==> src/rtl/video_axi_pkg.sv <==
// Shared definitions for the video AXI write path: FSM encodings, AXI burst
// constants and default burst geometry.
package video_axi_pkg;

    typedef enum logic [1:0] {
        ST_IDLE = 2'd0,
        ST_AW   = 2'd1,
        ST_WR   = 2'd2,
        ST_DONE = 2'd3
    } wr_state_t;

    localparam logic [2:0] AXI_SIZE_32B   = 3'b101;
    localparam logic [1:0] AXI_BURST_INCR = 2'b01;

    localparam int DEF_BURST_LEN    = 16;
    localparam int DEF_REGION_SHIFT = 22;
    localparam int CH_SEL_W         = 3;

endpackage

==> src/rtl/rr_arbiter.sv <==
// Round-robin arbiter: picks the first requester after last_grant, wrapping
// modulo N_CH.
module rr_arbiter
    import video_axi_pkg::*;
#(
    parameter int N_CH = 5
) (
    input  logic [N_CH-1:0]     req,
    input  logic [CH_SEL_W-1:0] last_grant,
    output logic [CH_SEL_W-1:0] grant,
    output logic                any_req
);

    logic [CH_SEL_W-1:0] cand [N_CH];

    // cand[k] is the k-th channel in search order starting at last_grant+1
    for (genvar gi = 0; gi < N_CH; gi++) begin : g_cand
        assign cand[gi] = CH_SEL_W'((int'(last_grant) + 1 + gi) % N_CH);
    end

    always_comb begin
        logic found;
        grant = '0;
        found = 1'b0;
        for (int k = 0; k < N_CH; k++) begin
            if (!found && req[cand[k]]) begin
                grant = cand[k];
                found = 1'b1;
            end
        end
    end

    assign any_req = |req;

endmodule

==> src/rtl/axi_wr_scheduler.sv <==
// Multi-channel video write scheduler: arbitrates buffered channels and issues
// fixed-length AXI write bursts. Optional macro: FOCUS_CH_PRIORITY_EN.
module axi_wr_scheduler
    import video_axi_pkg::*;
#(
    parameter int N_CH            = 5,
    parameter int MEM_DQ_WIDTH    = 32,
    parameter int CTRL_ADDR_WIDTH = 28,
    parameter int BURST_LEN       = DEF_BURST_LEN,
    parameter int FRAME_BURSTS    = 1050,
    parameter int REGION_SHIFT    = DEF_REGION_SHIFT
) (
    input  logic                       clk,
    input  logic                       rst,
    input  logic [N_CH-1:0]            ch_req,
    input  logic [N_CH-1:0]            ch_frame_start,
    input  logic [MEM_DQ_WIDTH*8-1:0]  ch_rd_data,
    output logic [2:0]                 ch_sel,
    output logic                       ch_rd_en,
    output logic [N_CH-1:0]            ch_done,
    output logic [CTRL_ADDR_WIDTH-1:0] axi_awaddr,
    output logic [3:0]                 axi_awid,
    output logic [3:0]                 axi_awlen,
    output logic [2:0]                 axi_awsize,
    output logic [1:0]                 axi_awburst,
    output logic                       axi_awvalid,
    input  logic                       axi_awready,
    output logic [MEM_DQ_WIDTH*8-1:0]  axi_wdata,
    output logic [MEM_DQ_WIDTH-1:0]    axi_wstrb,
    output logic                       axi_wvalid,
    input  logic                       axi_wready,
    input  logic                       axi_wlast
);

    localparam int PTR_W = $clog2(FRAME_BURSTS);
    localparam logic [3:0] LAST_BEAT = 4'(BURST_LEN - 1);
    localparam logic [CTRL_ADDR_WIDTH-1:0] BURST_STRIDE = CTRL_ADDR_WIDTH'(BURST_LEN * 8);
    localparam logic [PTR_W-1:0] PTR_LAST = PTR_W'(FRAME_BURSTS - 1);

    wr_state_t state_reg, state_next;
    logic [CH_SEL_W-1:0]        ch_sel_reg;
    logic [CH_SEL_W-1:0]        last_grant_reg;
    logic                       grant_seen_reg;
    logic [3:0]                 beat_cnt_reg;
    logic [CTRL_ADDR_WIDTH-1:0] awaddr_reg;
    logic [3:0]                 awid_reg;
    logic [N_CH-1:0][PTR_W-1:0] wr_ptr_reg, wr_ptr_next, ptr_inc;
    logic [N_CH-1:0]            pending_reg, pending_next;
    logic [N_CH-1:0]            ch_active, ch_retire;

    // Burst end is counted locally; the memory controller's last flag is not trusted.
    logic unused_wlast;
    assign unused_wlast = axi_wlast;

    // ---------------- arbitration ----------------
    logic [N_CH-1:0]     rr_req;
    logic [CH_SEL_W-1:0] rr_grant, arb_last, grant;
    logic                rr_any, any_req, update_last, grant_fire;
    logic [PTR_W-1:0]    start_ptr;

    // Before the first grant the search begins at channel 0.
    assign arb_last   = grant_seen_reg ? last_grant_reg : CH_SEL_W'(N_CH - 1);
    assign grant_fire = (state_reg == ST_IDLE) && any_req;

    rr_arbiter #(.N_CH(N_CH)) u_arb (
        .req        (rr_req),
        .last_grant (arb_last),
        .grant      (rr_grant),
        .any_req    (rr_any)
    );

`ifdef FOCUS_CH_PRIORITY_EN
    logic focus_last_reg;
    logic focus_take;

    // Focus channel jumps the queue, but yields one slot to the round-robin
    // winner after each of its own bursts so the others are never starved.
    assign rr_req      = {1'b0, ch_req[N_CH-2:0]};
    assign focus_take  = ch_req[N_CH-1] && (!focus_last_reg || !rr_any);
    assign grant       = focus_take ? CH_SEL_W'(N_CH - 1) : rr_grant;
    assign any_req     = |ch_req;
    assign update_last = !focus_take;

    always_ff @(posedge clk or posedge rst) begin
        if (rst)
            focus_last_reg <= 1'b0;
        else if (grant_fire)
            focus_last_reg <= focus_take;
    end
`else
    assign rr_req      = ch_req;
    assign grant       = rr_grant;
    assign any_req     = rr_any;
    assign update_last = 1'b1;
`endif

    // A frame start arriving with the grant restarts the channel at offset 0.
    assign start_ptr = ch_frame_start[grant] ? {PTR_W{1'b0}} : wr_ptr_reg[grant];

    // ---------------- FSM ----------------
    always_comb begin
        state_next  = state_reg;
        axi_awvalid = 1'b0;
        axi_wvalid  = 1'b0;
        ch_done     = '0;
        case (state_reg)
            ST_IDLE: if (any_req) state_next = ST_AW;
            ST_AW: begin
                axi_awvalid = 1'b1;
                if (axi_awready) state_next = ST_WR;
            end
            ST_WR: begin
                axi_wvalid = 1'b1;
                if (axi_wready && beat_cnt_reg == LAST_BEAT) state_next = ST_DONE;
            end
            ST_DONE: begin
                ch_done    = N_CH'(1) << ch_sel_reg;
                state_next = ST_IDLE;
            end
            default: state_next = ST_IDLE;
        endcase
    end

    always_ff @(posedge clk or posedge rst) begin
        if (rst) begin
            state_reg      <= ST_IDLE;
            ch_sel_reg     <= '0;
            last_grant_reg <= '0;
            grant_seen_reg <= 1'b0;
            beat_cnt_reg   <= '0;
            awaddr_reg     <= '0;
            awid_reg       <= '0;
            wr_ptr_reg     <= '0;
            pending_reg    <= '0;
        end else begin
            state_reg   <= state_next;
            wr_ptr_reg  <= wr_ptr_next;
            pending_reg <= pending_next;
            if (grant_fire) begin
                ch_sel_reg <= grant;
                awid_reg   <= 4'(grant);
                awaddr_reg <= (CTRL_ADDR_WIDTH'(grant) << REGION_SHIFT)
                              + CTRL_ADDR_WIDTH'(start_ptr) * BURST_STRIDE;
                if (update_last) begin
                    last_grant_reg <= grant;
                    grant_seen_reg <= 1'b1;
                end
            end
            if (state_reg == ST_AW && axi_awready)
                beat_cnt_reg <= '0;
            else if (state_reg == ST_WR && axi_wready)
                beat_cnt_reg <= beat_cnt_reg + 4'd1;
        end
    end

    // ---------------- per-channel frame pointers ----------------
    for (genvar gi = 0; gi < N_CH; gi++) begin : g_ptr
        assign ch_active[gi] = (state_reg != ST_IDLE) && (ch_sel_reg == CH_SEL_W'(gi));
        assign ch_retire[gi] = (state_reg == ST_DONE) && (ch_sel_reg == CH_SEL_W'(gi));
        assign ptr_inc[gi]   = (wr_ptr_reg[gi] == PTR_LAST) ? {PTR_W{1'b0}}
                                                            : wr_ptr_reg[gi] + 1'b1;
        // A frame start seen mid-burst is deferred so the issued address stays valid.
        assign wr_ptr_next[gi] =
            ch_retire[gi] ? ((pending_reg[gi] || ch_frame_start[gi]) ? {PTR_W{1'b0}} : ptr_inc[gi]) :
            (ch_frame_start[gi] && !ch_active[gi]) ? {PTR_W{1'b0}} : wr_ptr_reg[gi];
        assign pending_next[gi] =
            ch_retire[gi] ? 1'b0 :
            (ch_frame_start[gi] && ch_active[gi]) ? 1'b1 : pending_reg[gi];
    end

    // ---------------- outputs ----------------
    assign ch_sel      = ch_sel_reg;
    assign ch_rd_en    = axi_wvalid & axi_wready;
    assign axi_awaddr  = awaddr_reg;
    assign axi_awid    = awid_reg;
    assign axi_awlen   = LAST_BEAT;
    assign axi_awsize  = AXI_SIZE_32B;
    assign axi_awburst = AXI_BURST_INCR;
    assign axi_wdata   = ch_rd_data;
    assign axi_wstrb   = '1;

endmodule

==> config.mk <==
export PLATFORM = sky130hd
export DESIGN_NAME = axi_wr_scheduler
export DESIGN_NICKNAME = d
export VERILOG_FILES = /design/src/rtl/video_axi_pkg.sv /design/src/rtl/rr_arbiter.sv /design/src/rtl/axi_wr_scheduler.sv
export SDC_FILE = /design/constraint.sdc
export NUM_CORES = 1
export LEC_CHECK = 0
export ABC_AREA = 1
export BUFFER_PORTS_ARGS = -buffer_cell sky130_fd_sc_hd__buf_2
export CAP_MARGIN = 20
export CORE_AREA = 2 2 234 236
export CTS_BUF_LIST = sky130_fd_sc_hd__clkbuf_8
export DETAILED_ROUTE_END_ITERATION = 8
export DIE_AREA = 0 0 236 238
export PLACE_DENSITY = 0.48
export SYNTH_ARGS = -nofsm -noshare
export SYNTH_HDL_FRONTEND = slang
export SYNTH_SLANG_ARGS = --single-unit
==> constraint.sdc <==
create_clock -name clk -period 11.5 [get_ports clk]
set_input_delay 2.3 -clock clk [delete_from_list [all_inputs] [get_ports clk]]
set_output_delay 2.3 -clock clk [all_outputs]
set_load 0.005 [all_outputs]
==> flow_results.xml, run 1 <==
<?xml version="1.0" encoding="UTF-8"?>
<metrics>
  <group name="floorplan">
    <metric name="die_h" unit="um">238</metric>
    <metric name="placement_rows" unit="">85</metric>
    <metric name="fp.dieArea" unit="um2">56200</metric>
    <metric name="die_w" unit="um">236</metric>
    <metric name="floorplan.initialDensity" unit="%">17.4</metric>
    <metric name="floorplan.core_area" unit="um2">53500</metric>
    <metric name="design.portCount" unit="">611</metric>
  </group>
  <group name="timing">
    <metric name="max_slew.worst_pin.slew" unit="ns">1.03</metric>
    <metric name="finalSetupViolations" unit="">0</metric>
    <metric name="rsz0062_at_grt" unit="">false</metric>
    <metric name="total_neg_setup_slack" unit="ns">0</metric>
    <metric name="final-hold-violation-count" unit="">0</metric>
    <metric name="clock.fmax" unit="MHz">144</metric>
    <metric name="share_of_the_clock_period_used_by_the_worst_path" unit="%">60.4</metric>
    <metric name="worst_slew_margin_rel" unit="%">30.2</metric>
    <metric name="skew" unit="ns">0.0167</metric>
    <metric name="worst_hold_slack" unit="ns">0.483</metric>
    <metric name="period_needed" unit="ns">6.95</metric>
    <metric name="timing_max_transition_violations_final" unit="">0</metric>
  </group>
  <group name="synth">
    <metric name="syn-instance-count" unit="">1334</metric>
    <metric name="synth.cell_area" unit="um2">9320</metric>
    <metric name="synth-edff-count" unit="">0</metric>
    <metric name="number_of_distinct_library_cell_variants_in_the_gate_level_netlist_after_synthesis" unit="">57</metric>
    <metric name="netlist.area_leader.share" unit="%">26.3</metric>
    <metric name="post-synth-top-area-cell" unit="">sky130_fd_sc_hd__buf_4</metric>
    <metric name="dominantRegCellSynth" unit="">sky130_fd_sc_hd__dfrtp_1</metric>
    <metric name="leading_post_synthesis_cells_by_cell_area" unit="">sky130_fd_sc_hd__buf_4, sky130_fd_sc_hd__dfrtp_1, sky130_fd_sc_hd__nand2_1</metric>
    <metric name="synth-seq-area-share" unit="%">21.7</metric>
    <metric name="synth_area_per_cell" unit="um2">6.99</metric>
    <metric name="synth-seq-cells" unit="">81</metric>
    <metric name="asyncSetResetFlopFracSynth" unit="%">100</metric>
    <metric name="yosysWarnings" unit="">0</metric>
  </group>
  <group name="critical_path">
    <metric name="critPathLaunch" unit="">axi_awid[0]</metric>
    <metric name="critPathCaptureType" unit="">flip-flop</metric>
    <metric name="cp.required" unit="ns">11.78</metric>
    <metric name="start_kind" unit="">flip-flop</metric>
    <metric name="critical-path-max-stage-delay" unit="ns">0.73</metric>
    <metric name="worstRegToRegCells" unit="">33</metric>
    <metric name="r2r-end" unit="">axi_awaddr[15]</metric>
    <metric name="worstPathArrival" unit="ns">7.23</metric>
    <metric name="critPathMaxFanout" unit="">26</metric>
    <metric name="crit_path_frequent_cell" unit="">sky130_fd_sc_hd__nand2_1</metric>
    <metric name="reg2reg_from" unit="">axi_awid[0]</metric>
    <metric name="rrSetupSlack" unit="ns">4.55</metric>
    <metric name="criticalPathCategory" unit="">flip-flop to flip-flop</metric>
    <metric name="critPathSlowestCell" unit="">sky130_fd_sc_hd__dfrtp_1</metric>
    <metric name="worstSetupPathDepth" unit="">33</metric>
    <metric name="largest_delay_share_family_worst_path" unit="">simple AND/OR/NAND/NOR gates</metric>
    <metric name="critical_path.n_buffers_inverters" unit="">5</metric>
  </group>
  <group name="global_route">
    <metric name="grt_pass1_vias" unit="">6691</metric>
    <metric name="grt.overflow.total" unit="">0</metric>
    <metric name="groute.usage.overall" unit="%">9.07</metric>
    <metric name="grt_antenna_before_repair" unit="">3</metric>
    <metric name="grt_pass1_wl" unit="um">39500</metric>
    <metric name="grt_start_max_net_pins" unit="">44</metric>
  </group>
  <group name="finish">
    <metric name="final_design_area_no_fill" unit="um2">8260</metric>
    <metric name="fin_nets" unit="">1415</metric>
    <metric name="drive_above_1_share" unit="%">10.5</metric>
    <metric name="antenna_cells" unit="">0</metric>
    <metric name="largest_register_ffs" unit="">55</metric>
    <metric name="layout-area-overhead-vs-synth" unit="%">-11.4</metric>
    <metric name="fillerInstances" unit="">6121</metric>
  </group>
  <group name="flow_run">
    <metric name="cap_viol_max_count" unit="">0</metric>
  </group>
  <group name="clocking">
    <metric name="h-tree-depth" unit="">3</metric>
    <metric name="cts_max_path_buffers" unit="">2</metric>
    <metric name="clk-insertion-delay-late" unit="ns">0.39</metric>
    <metric name="numClockSinks" unit="">81</metric>
    <metric name="clkSlewWorstSetupHoldPaths" unit="ns">0.09</metric>
    <metric name="tritoncts" unit="">yes</metric>
    <metric name="clk_root_buffer_cell" unit="">sky130_fd_sc_hd__clkbuf_8</metric>
    <metric name="cts_resized" unit="">0</metric>
    <metric name="ctsHoldBuffers" unit="">0</metric>
    <metric name="cts_setup_buffers" unit="">0</metric>
    <metric name="cts_inserted_buffers" unit="">9</metric>
  </group>
  <group name="min_path">
    <metric name="min_from" unit="">axi_awaddr[12]</metric>
    <metric name="worst_hold_path_type" unit="">flip-flop to flip-flop</metric>
    <metric name="worst_hold_path.endpoint" unit="">axi_awaddr[12]</metric>
    <metric name="min_delay_path_depth" unit="">2</metric>
  </group>
  <group name="routing">
    <metric name="drt.antenna.violating_nets" unit="">0</metric>
    <metric name="drt-wirelength-per-cell" unit="um">14.7</metric>
    <metric name="first_pass_detailed_route_iteration_total" unit="">5</metric>
    <metric name="via_per_inst" unit="">3.97</metric>
    <metric name="routed-via-count" unit="">7157</metric>
    <metric name="wirelength" unit="um">26500</metric>
    <metric name="drc" unit="">0</metric>
    <metric name="dr.first_iter.drc_count" unit="">433</metric>
  </group>
  <group name="run_status">
    <metric name="status" unit="">finished clean</metric>
  </group>
  <group name="power_and_ir_drop">
    <metric name="leakagePower" unit="uW">0.00385</metric>
    <metric name="power_density" unit="nW/um2">461</metric>
    <metric name="vdd_drop_max" unit="uV">304</metric>
    <metric name="power.total" unit="uW">3810</metric>
  </group>
  <group name="place">
    <metric name="globalplace.congestion" unit="">0.841</metric>
    <metric name="port-buffer-count" unit="">41</metric>
    <metric name="detailedPlacementHpwl" unit="um">21500</metric>
    <metric name="placed_area" unit="um2">8060</metric>
  </group>
</metrics>
[how the worst max path moves through the flow]
stage                     endpoint  slack, ns
floorplan           axi_awaddr[10]       6.68
global placement    axi_awaddr[15]       4.62
detailed placement  axi_awaddr[15]       4.55
CTS                 axi_awaddr[15]       4.53
global route        axi_awaddr[12]       3.74
finish              axi_awaddr[15]       4.55
[final cells by class]
type	count	area [um2]	share of cell area, %
clock buffers	9	124	1.50
repair buffers	43	218	2.63
multi-input cells	809	4350	52.7
well taps	696	871	10.5
inverters	156	594	7.19
flip-flops and latches	81	2030	24.5
clock inverters	7	77.6	0.939
[metal layers]
layer	track usage, %	vias to the layer above	wire (um)
li1	-	3453	-
met1	9.60	3270	9920
met2	15.6	327	13000
met3	3.60	101	2560
met4	4.67	6	997
met5	0.173	-	30
[per-stage QoR]
step                util (%)  setup slack, ns  instances
global placement        15.1             4.62       1784
CTS                     15.4             4.53       1800
finish                  15.4             4.55       1801
detailed placement      15.1             4.55       1784
floorplan                  -             6.68       1389
global route            15.4             3.74       1801
[cell usage in the layout (no fill, tap or decap), types with 3 or more instances in the layout]
cell                         synthesis  final
sky130_fd_sc_hd__o211ai_1            3      3
sky130_fd_sc_hd__xnor2_1             5      5
sky130_fd_sc_hd__nand3_1           105    105
sky130_fd_sc_hd__inv_2               7      7
sky130_fd_sc_hd__dfrtp_1            81     81
sky130_fd_sc_hd__clkbuf_8            0      9
sky130_fd_sc_hd__nand3_2             5      5
sky130_fd_sc_hd__o21ai_1             7      7
sky130_fd_sc_hd__conb_1              2     57
sky130_fd_sc_hd__nand2_4             6      6
sky130_fd_sc_hd__a21oi_1            44     44
sky130_fd_sc_hd__buf_2               5     42
sky130_fd_sc_hd__nand4_1            40     40
sky130_fd_sc_hd__o22ai_1            16     16
sky130_fd_sc_hd__inv_1             146    145
sky130_fd_sc_hd__ha_1               44     44
sky130_fd_sc_hd__a31oi_1             4      4
sky130_fd_sc_hd__nor3_1             33     33
sky130_fd_sc_hd__nand2_1           260    260
sky130_fd_sc_hd__nor2_1             63     63
sky130_fd_sc_hd__xor2_1             18     18
sky130_fd_sc_hd__o21ai_2             4      4
sky130_fd_sc_hd__nor4_1              7      7
sky130_fd_sc_hd__nand2_2            17     17
sky130_fd_sc_hd__o21ai_0            31     31
sky130_fd_sc_hd__o21a_1              3      3
sky130_fd_sc_hd__clkinvlp_4          0      3
[synthesized netlist by cell type, types with 3 or more instances]
| cell | instances |
|---|---|
| sky130_fd_sc_hd__nand3_1 | 105 |
| sky130_fd_sc_hd__buf_4 | 327 |
| sky130_fd_sc_hd__buf_6 | 4 |
| sky130_fd_sc_hd__o21ai_2 | 4 |
| sky130_fd_sc_hd__o21ai_0 | 31 |
| sky130_fd_sc_hd__o211ai_1 | 3 |
| sky130_fd_sc_hd__xor2_1 | 18 |
| sky130_fd_sc_hd__buf_2 | 5 |
| sky130_fd_sc_hd__nand2_4 | 6 |
| sky130_fd_sc_hd__clkbuf_1 | 6 |
| sky130_fd_sc_hd__inv_2 | 7 |
| sky130_fd_sc_hd__nand2_2 | 17 |
| sky130_fd_sc_hd__nand4_1 | 40 |
| sky130_fd_sc_hd__o22ai_1 | 16 |
| sky130_fd_sc_hd__nor2_1 | 63 |
| sky130_fd_sc_hd__o21a_1 | 3 |
| sky130_fd_sc_hd__a31oi_1 | 4 |
| sky130_fd_sc_hd__inv_1 | 146 |
| sky130_fd_sc_hd__nor3_1 | 33 |
| sky130_fd_sc_hd__a21oi_1 | 44 |
| sky130_fd_sc_hd__ha_1 | 44 |
| sky130_fd_sc_hd__nor4_1 | 7 |
| sky130_fd_sc_hd__xnor2_1 | 5 |
| sky130_fd_sc_hd__dfrtp_1 | 81 |
| sky130_fd_sc_hd__o21ai_1 | 7 |
| sky130_fd_sc_hd__nand2_1 | 260 |
| sky130_fd_sc_hd__nand3_2 | 5 |
[power by group]
group	internal, uW	switching, uW
Clock	102	123
Sequential	325	47.7
Combinational	894	2320
Total	1320	2490
[worst min-delay path: stages, from the launching register on]
cell and delay (ns):
sky130_fd_sc_hd__dfrtp_1 0.35, sky130_fd_sc_hd__nand2_1 0.05, sky130_fd_sc_hd__nand2_1 0.05
[logic make-up (layout without fill, tap and decap cells)]
logic type / after synthesis / after routing / synth area share [%]
buffers and inverters: 499 / 215 / 33.8
DFF: 81 / 81 / 21.7
other: 2 / 57 / 0.0806
xor gates and xnor gates: 23 / 23 / 2.16
and+or+nand+nor: 556 / 556 / 28.2
AOI/OAI and AO/OA: 129 / 129 / 8.15
adders and majority gates: 44 / 44 / 5.91
Note: power is estimated with default switching activity, not from simulation.
==> inputs of run 2 (changes only) <==
- PLACE_DENSITY: 0.48 -> 0.49
- clock period: 11.5 -> 5.8 ns (I/O delays scaled with it)
==> run 2 against run 1 <==
Count of clock-buffer cells in the layout is the same. Sequential share of layout area is 0.69 points lower. Via count up 1.9%. Die area is the same. Clock skew shrank 0.0017 ns. Maximum frequency grew 31%. First-iteration DRC count is 35% higher. Global-route usage rose by 0.31 points. Register-to-register slack worse by 4.1 ns. Design area grew 3.0%. Wire length increased by 3.4%.
==> flow_results.xml, run 2 (synthesis gave the netlist of run 1 again) <==
<?xml version="1.0" encoding="UTF-8"?>
<metrics>
  <group name="floorplan">
    <metric name="floorplan.core_area" unit="um2">53500</metric>
    <metric name="die_w" unit="um">236</metric>
    <metric name="floorplan.initialDensity" unit="%">17.4</metric>
    <metric name="die_h" unit="um">238</metric>
    <metric name="design.portCount" unit="">611</metric>
    <metric name="fp.dieArea" unit="um2">56200</metric>
    <metric name="placement_rows" unit="">85</metric>
  </group>
  <group name="critical_path">
    <metric name="critPathCaptureType" unit="">flip-flop</metric>
    <metric name="worstPathArrival" unit="ns">5.58</metric>
    <metric name="cp.required" unit="ns">6.07</metric>
    <metric name="criticalPathCategory" unit="">flip-flop to flip-flop</metric>
    <metric name="crit_path_frequent_cell" unit="">sky130_fd_sc_hd__nand2_1</metric>
    <metric name="start_kind" unit="">flip-flop</metric>
    <metric name="critPathMaxFanout" unit="">23</metric>
    <metric name="critPathSlowestCell" unit="">sky130_fd_sc_hd__dfrtp_2</metric>
    <metric name="critical-path-max-stage-delay" unit="ns">0.43</metric>
  </group>
  <group name="timing">
    <metric name="total_neg_setup_slack" unit="ns">0</metric>
    <metric name="worst_slew_margin_rel" unit="%">32.0</metric>
    <metric name="clock.fmax" unit="MHz">188</metric>
    <metric name="share_of_the_clock_period_used_by_the_worst_path" unit="%">91.6</metric>
    <metric name="period_needed" unit="ns">5.31</metric>
    <metric name="skew" unit="ns">0.0150</metric>
    <metric name="finalSetupViolations" unit="">0</metric>
    <metric name="timing_max_transition_violations_final" unit="">0</metric>
    <metric name="max_slew.worst_pin.slew" unit="ns">1.01</metric>
    <metric name="rsz0062_at_grt" unit="">false</metric>
    <metric name="final-hold-violation-count" unit="">0</metric>
  </group>
  <group name="routing">
    <metric name="drt.antenna.violating_nets" unit="">0</metric>
    <metric name="dr.first_iter.drc_count" unit="">584</metric>
    <metric name="first_pass_detailed_route_iteration_total" unit="">6</metric>
    <metric name="wirelength" unit="um">27400</metric>
    <metric name="routed-via-count" unit="">7292</metric>
    <metric name="drt-wirelength-per-cell" unit="um">15.1</metric>
    <metric name="drc" unit="">0</metric>
    <metric name="via_per_inst" unit="">4.02</metric>
  </group>
  <group name="finish">
    <metric name="fin_nets" unit="">1430</metric>
    <metric name="fillerInstances" unit="">6151</metric>
    <metric name="layout.cells.non_filler" unit="">1816</metric>
    <metric name="fin_util" unit="%">15.9</metric>
    <metric name="largest_register_ffs" unit="">55</metric>
    <metric name="final_design_area_no_fill" unit="um2">8510</metric>
    <metric name="antenna_cells" unit="">0</metric>
    <metric name="final_common_cell" unit="">sky130_fd_sc_hd__nand2_1</metric>
    <metric name="layout-area-overhead-vs-synth" unit="%">-8.72</metric>
    <metric name="drive_above_1_share" unit="%">12.6</metric>
    <metric name="commonest_cells_after_routing_fill_and_taps_aside" unit="">sky130_fd_sc_hd__nand2_1, sky130_fd_sc_hd__inv_1, sky130_fd_sc_hd__nand3_1, sky130_fd_sc_hd__dfrtp_1, sky130_fd_sc_hd__nor2_1</metric>
  </group>
  <group name="clocking">
    <metric name="h-tree-depth" unit="">3</metric>
    <metric name="numClockSinks" unit="">81</metric>
    <metric name="tritoncts" unit="">yes</metric>
    <metric name="cts_max_path_buffers" unit="">2</metric>
    <metric name="clkSlewWorstSetupHoldPaths" unit="ns">0.10</metric>
    <metric name="clk-insertion-delay-late" unit="ns">0.38</metric>
    <metric name="cts_inserted_buffers" unit="">9</metric>
    <metric name="ctsHoldBuffers" unit="">0</metric>
    <metric name="clk_root_buffer_cell" unit="">sky130_fd_sc_hd__clkbuf_8</metric>
    <metric name="cts_setup_buffers" unit="">0</metric>
  </group>
  <group name="min_path">
    <metric name="worst_hold_path_type" unit="">flip-flop to flip-flop</metric>
  </group>
  <group name="run_status">
    <metric name="status" unit="">finished clean</metric>
  </group>
  <group name="global_route">
    <metric name="grt.overflow.total" unit="">0</metric>
    <metric name="grt_start_max_net_pins" unit="">67</metric>
    <metric name="grt_antenna_before_repair" unit="">3</metric>
    <metric name="grt_pass1_wl" unit="um">40400</metric>
    <metric name="grt_pass1_vias" unit="">6893</metric>
    <metric name="groute.usage.overall" unit="%">9.38</metric>
  </group>
  <group name="place">
    <metric name="placed_area" unit="um2">8170</metric>
    <metric name="detailedPlacementHpwl" unit="um">22400</metric>
    <metric name="globalplace.congestion" unit="">0.841</metric>
    <metric name="placed_cells_incl_taps" unit="">1799</metric>
    <metric name="port-buffer-count" unit="">41</metric>
  </group>
  <group name="flow_run">
    <metric name="cap_viol_max_count" unit="">0</metric>
  </group>
</metrics>
-- run 2: through the flow --
step                      hold WS, ns  worst slack, ns
final                           0.485            0.488
after global routing            0.510           0.0148
after CTS                       0.491            0.189
after detailed placement        0.465            0.236
after global placement          0.463            0.247
after floorplan                 0.455            0.980
-- run 2: cell type report --
cell class	instances	area, um2	area share, %
Clock inverter	7	149	1.75
Tap cell	696	871	10.2
Sequential cell	81	2030	23.8
Inverter	156	594	6.98
Multi-Input combinational cell	810	4410	51.9
Timing Repair Buffer	57	329	3.87
Clock buffer	9	124	1.46
-- run 2: layer usage --
metal	vias up	wire, um	global-route usage, %
li1	3498	-	-
met2	358	13600	16.5
met1	3323	9880	9.56
met5	-	67	1.04
met4	6	1170	4.81
met3	107	2710	3.79
-- run 2: repair_timing --
item | 4_1_cts | 5_1_grt
endpoints found under the hold margin | 0 | 0
setup endpoints to repair | 0 | 11
resized for setup | 0 | 12
-- run 2: final timing paths --
| check | from | end | slack, ns | cells after the start |
|---|---|---|---|---|
| min in group asynchronous | rst | axi_awaddr[16] | 0.70 | 2 |
| max in group asynchronous | rst | grant_seen_reg | 3.87 | 3 |
| hold reg to reg | axi_awaddr[14] | axi_awaddr[14] | 0.48 | 2 |
| hold / removal | axi_awaddr[14] | axi_awaddr[14] | 0.48 | 2 |
| setup reg to reg | grant_seen_reg | axi_awaddr[10] | 0.49 | 33 |
| setup / recovery | grant_seen_reg | axi_awaddr[10] | 0.49 | 33 |
-- run 2: worst max-delay path, delay by kind of cell, from the launching register on --
kind / cells / cell delay [ns]
AOI/OAI and AO/OA: 2 / 0.46
buffers and inverters: 4 / 0.48
xor gates and xnor gates: 2 / 0.35
adders and majority gates: 4 / 0.99
and+or+nand+nor: 21 / 2.49
DFF: 1 / 0.43
Power of run 2 is not shown: default switching activity piles up to over one toggle a cycle in this logic, so the estimate is an artifact.
==> inputs of run 3 (changes only) <==
- ABC_AREA: 1 -> unset
- CORE_AREA: 2 2 234 236 -> 2 2 241 243
- DIE_AREA: 0 0 236 238 -> 0 0 243 245
- PLACE_DENSITY: 0.49 -> 0.47
==> run 3 against run 2 <==
Core utilization shrank 0.43 points. Highest routed layer unchanged. Hold slack gained 0.020 ns. First-iteration DRC count shrank 37%.
==> flow_results.xml, run 3 <==
<?xml version="1.0" encoding="UTF-8"?>
<metrics>
  <group name="clocking">
    <metric name="clkSlewWorstSetupHoldPaths" unit="ns">0.09</metric>
    <metric name="cts_max_path_buffers" unit="">2</metric>
    <metric name="clk_root_buffer_cell" unit="">sky130_fd_sc_hd__clkbuf_8</metric>
    <metric name="clk-insertion-delay-late" unit="ns">0.37</metric>
    <metric name="h-tree-depth" unit="">3</metric>
    <metric name="cts_inserted_buffers" unit="">9</metric>
    <metric name="numClockSinks" unit="">81</metric>
    <metric name="tritoncts" unit="">yes</metric>
    <metric name="ctsHoldBuffers" unit="">0</metric>
  </group>
  <group name="timing">
    <metric name="share_of_the_clock_period_used_by_the_worst_path" unit="%">95.1</metric>
    <metric name="rsz0062_at_grt" unit="">true</metric>
    <metric name="timing_max_transition_violations_final" unit="">0</metric>
    <metric name="skew" unit="ns">0.00724</metric>
    <metric name="final-hold-violation-count" unit="">0</metric>
    <metric name="clock.fmax" unit="MHz">181</metric>
    <metric name="finalSetupViolations" unit="">0</metric>
    <metric name="max_slew.worst_pin.slew" unit="ns">0.925</metric>
    <metric name="period_needed" unit="ns">5.52</metric>
    <metric name="worst_slew_margin_rel" unit="%">38.3</metric>
  </group>
  <group name="power_and_ir_drop">
    <metric name="power_density" unit="nW/um2">680</metric>
    <metric name="power.total" unit="uW">6000</metric>
    <metric name="vdd_drop_max" unit="uV">329</metric>
    <metric name="leakagePower" unit="uW">0.00368</metric>
  </group>
  <group name="global_route">
    <metric name="gr-usage-met2" unit="%">12.1</metric>
    <metric name="grt_most_used_layer" unit="">met2</metric>
    <metric name="grt_start_max_net_pins" unit="">51</metric>
    <metric name="groute.usage.overall" unit="%">8.31</metric>
    <metric name="grt_met3_use" unit="%">4.28</metric>
    <metric name="global_route.usage.met1" unit="%">10.5</metric>
    <metric name="grt_pass1_vias" unit="">6599</metric>
    <metric name="grt.overflow.total" unit="">0</metric>
    <metric name="grt_pass1_wl" unit="um">39200</metric>
    <metric name="grt_antenna_before_repair" unit="">2</metric>
  </group>
  <group name="synth">
    <metric name="asyncSetResetFlopFracSynth" unit="%">100</metric>
    <metric name="synth.cell_area" unit="um2">9260</metric>
    <metric name="leading_post_synthesis_cells_by_cell_area" unit="">sky130_fd_sc_hd__buf_4, sky130_fd_sc_hd__dfrtp_1, sky130_fd_sc_hd__ha_1</metric>
    <metric name="synth-seq-area-share" unit="%">21.9</metric>
    <metric name="synth-edff-count" unit="">0</metric>
    <metric name="synth_area_per_cell" unit="um2">8.19</metric>
    <metric name="post-synth-top-area-cell" unit="">sky130_fd_sc_hd__buf_4</metric>
    <metric name="dominantRegCellSynth" unit="">sky130_fd_sc_hd__dfrtp_1</metric>
    <metric name="synth-compound-area-share" unit="%">18.5</metric>
    <metric name="yosysWarnings" unit="">0</metric>
    <metric name="synth-seq-cells" unit="">81</metric>
    <metric name="synth_top_family_by_area" unit="">buffers and inverters</metric>
    <metric name="synth.mux.area_fraction" unit="%">4.38</metric>
    <metric name="syn-instance-count" unit="">1131</metric>
    <metric name="netlist.area_leader.share" unit="%">25.9</metric>
    <metric name="yosysMostFrequentCell" unit="">sky130_fd_sc_hd__buf_4</metric>
    <metric name="number_of_distinct_library_cell_variants_in_the_gate_level_netlist_after_synthesis" unit="">81</metric>
    <metric name="yosys.area_share.xor_xnor" unit="%">3.19</metric>
    <metric name="synth_commonest_cells" unit="">sky130_fd_sc_hd__buf_4, sky130_fd_sc_hd__dfrtp_1, sky130_fd_sc_hd__nand2_1</metric>
    <metric name="yosys.area_share.simple" unit="%">17.0</metric>
    <metric name="synthAdderAreaFrac" unit="%">5.95</metric>
  </group>
  <group name="routing">
    <metric name="first_pass_detailed_route_iteration_total" unit="">4</metric>
    <metric name="drt-wirelength-per-cell" unit="um">15.4</metric>
    <metric name="via_per_inst" unit="">4.06</metric>
    <metric name="drc" unit="">0</metric>
    <metric name="drt.antenna.violating_nets" unit="">0</metric>
    <metric name="routed-via-count" unit="">6863</metric>
    <metric name="wirelength" unit="um">26000</metric>
    <metric name="dr.first_iter.drc_count" unit="">367</metric>
  </group>
  <group name="critical_path">
    <metric name="critPathCaptureType" unit="">flip-flop</metric>
    <metric name="worstPathArrival" unit="ns">5.79</metric>
    <metric name="critPathMaxFanout" unit="">11</metric>
    <metric name="criticalPathCategory" unit="">flip-flop to flip-flop</metric>
    <metric name="cp.required" unit="ns">6.07</metric>
    <metric name="start_kind" unit="">flip-flop</metric>
    <metric name="rrSetupSlack" unit="ns">0.28</metric>
  </group>
  <group name="run_status">
    <metric name="status" unit="">finished clean</metric>
  </group>
  <group name="floorplan">
    <metric name="floorplan.core_area" unit="um2">57000</metric>
    <metric name="fp.dieArea" unit="um2">59500</metric>
    <metric name="die_h" unit="um">245</metric>
    <metric name="placement_rows" unit="">88</metric>
    <metric name="design.portCount" unit="">611</metric>
    <metric name="die_w" unit="um">243</metric>
    <metric name="floorplan.initialDensity" unit="%">16.2</metric>
  </group>
  <group name="flow_run">
    <metric name="cap_viol_max_count" unit="">0</metric>
  </group>
  <group name="finish">
    <metric name="fin_nets" unit="">1235</metric>
    <metric name="commonest_cells_after_routing_fill_and_taps_aside" unit="">sky130_fd_sc_hd__dfrtp_1, sky130_fd_sc_hd__nand2_1, sky130_fd_sc_hd__nor2_1, sky130_fd_sc_hd__o21ai_0, sky130_fd_sc_hd__conb_1</metric>
    <metric name="layout.cells.non_filler" unit="">1690</metric>
    <metric name="final_common_cell" unit="">sky130_fd_sc_hd__dfrtp_1</metric>
    <metric name="antenna_cells" unit="">0</metric>
    <metric name="fin_util" unit="%">15.5</metric>
    <metric name="drive_above_1_share" unit="%">19.6</metric>
    <metric name="largest_register_ffs" unit="">55</metric>
    <metric name="layout-area-overhead-vs-synth" unit="%">-4.64</metric>
  </group>
  <group name="place">
    <metric name="port-buffer-count" unit="">41</metric>
    <metric name="globalplace.congestion" unit="">0.826</metric>
    <metric name="detailedPlacementHpwl" unit="um">20200</metric>
    <metric name="placed_cells_incl_taps" unit="">1670</metric>
  </group>
  <group name="min_path">
    <metric name="worst_hold_path_type" unit="">flip-flop to flip-flop</metric>
  </group>
</metrics>
## run 3: changes by cell type after synthesis, sizes merged, moves of 26 or more
| cell | delta |
|---|---|
| o21ai | +30 |
| nand2 | -208 |
| o31ai | +26 |
| nand3 | -70 |
| inv | -131 |
| nand4 | -33 |
## run 3: worst paths after layout
check,cells past startpoint,end,from
worst min-delay path,2,axi_awaddr[11],axi_awaddr[11]
max in group asynchronous,3,grant_seen_reg,rst
min in group asynchronous,2,wr_ptr_reg[13],rst
worst min register to register,2,axi_awaddr[11],axi_awaddr[11]
worst max register to register,22,axi_awaddr[10],grant_seen_reg
worst max-delay path,22,axi_awaddr[10],grant_seen_reg
## run 3: where the power goes
group / switching (uW) / leakage [uW] / internal, uW
registers: 56.5 / 0.00110 / 639
clock network: 221 / 0.000104 / 195
logic: 2920 / 0.00247 / 1960
## run 3: logic make-up (layout without fill, tap and decap cells)
logic type	Yosys count	after routing
other	2	57
adders and majority gates	44	44
and+or+nand+nor	314	314
DFF	81	81
AOI/OAI and AO/OA	239	239
buffers and inverters	386	125
xor gates and xnor gates	29	29
muxes	36	36
## run 3: timing repair
| item | in CTS | in global routing |
|---|---|---|
| setup buffers | 0 | 4 |
| endpoints found under the setup margin | 0 | 11 |
| resized for setup | 0 | 32 |
## run 3: cell type report
type	instances	area [um2]
Clock buffer	9	124
Tap cell	765	957
Sequential cell	81	2030
Fill cell	6511	48200
Inverter	26	105
Multi-Input combinational cell	719	5020
Clock inverter	7	62.6
Timing Repair Buffer	83	528
## run 3: per-stage QoR
step / setup WS, ns / hold WS [ns] / area (um2) / setup TNS, ns
floorplan: 0.0167 / 0.459 / 9600 / 0
global placement: 0.194 / 0.483 / 8460 / 0
detailed placement: 0.0895 / 0.473 / 8460 / 0
CTS: 0.0360 / 0.510 / 8640 / 0
global route: -0.00310 / 0.514 / 8830 / -0.00345
finish: 0.282 / 0.505 / 8830 / 0
## run 3: critical path: stages (launching register included)
cell,delay (ns)
sky130_fd_sc_hd__dfrtp_2,0.46
sky130_fd_sc_hd__and2_1,0.21
sky130_fd_sc_hd__ha_4,0.20
sky130_fd_sc_hd__xnor2_4,0.24
sky130_fd_sc_hd__buf_4,0.21
sky130_fd_sc_hd__ha_1,0.17
sky130_fd_sc_hd__buf_4,0.16
sky130_fd_sc_hd__xnor2_4,0.12
sky130_fd_sc_hd__o21a_1,0.20
sky130_fd_sc_hd__ha_1,0.22
sky130_fd_sc_hd__a221o_1,0.36
sky130_fd_sc_hd__a21oi_1,0.25
sky130_fd_sc_hd__o22ai_4,0.15
sky130_fd_sc_hd__o2111ai_1,0.21
sky130_fd_sc_hd__o211ai_1,0.20
sky130_fd_sc_hd__or4b_4,0.62
sky130_fd_sc_hd__nor4_2,0.27
sky130_fd_sc_hd__buf_4,0.18
sky130_fd_sc_hd__nor2_1,0.09
sky130_fd_sc_hd__a221oi_2,0.24
sky130_fd_sc_hd__o31ai_2,0.08
sky130_fd_sc_hd__buf_4,0.20
sky130_fd_sc_hd__o41ai_4,0.36
## run 3: layer usage
layer / wire, um / part of all wire, %
met2: 11100 / 43
met1: 11300 / 44
met3: 2960 / 11
met5: 71 / 0.27
met4: 513 / 2.0
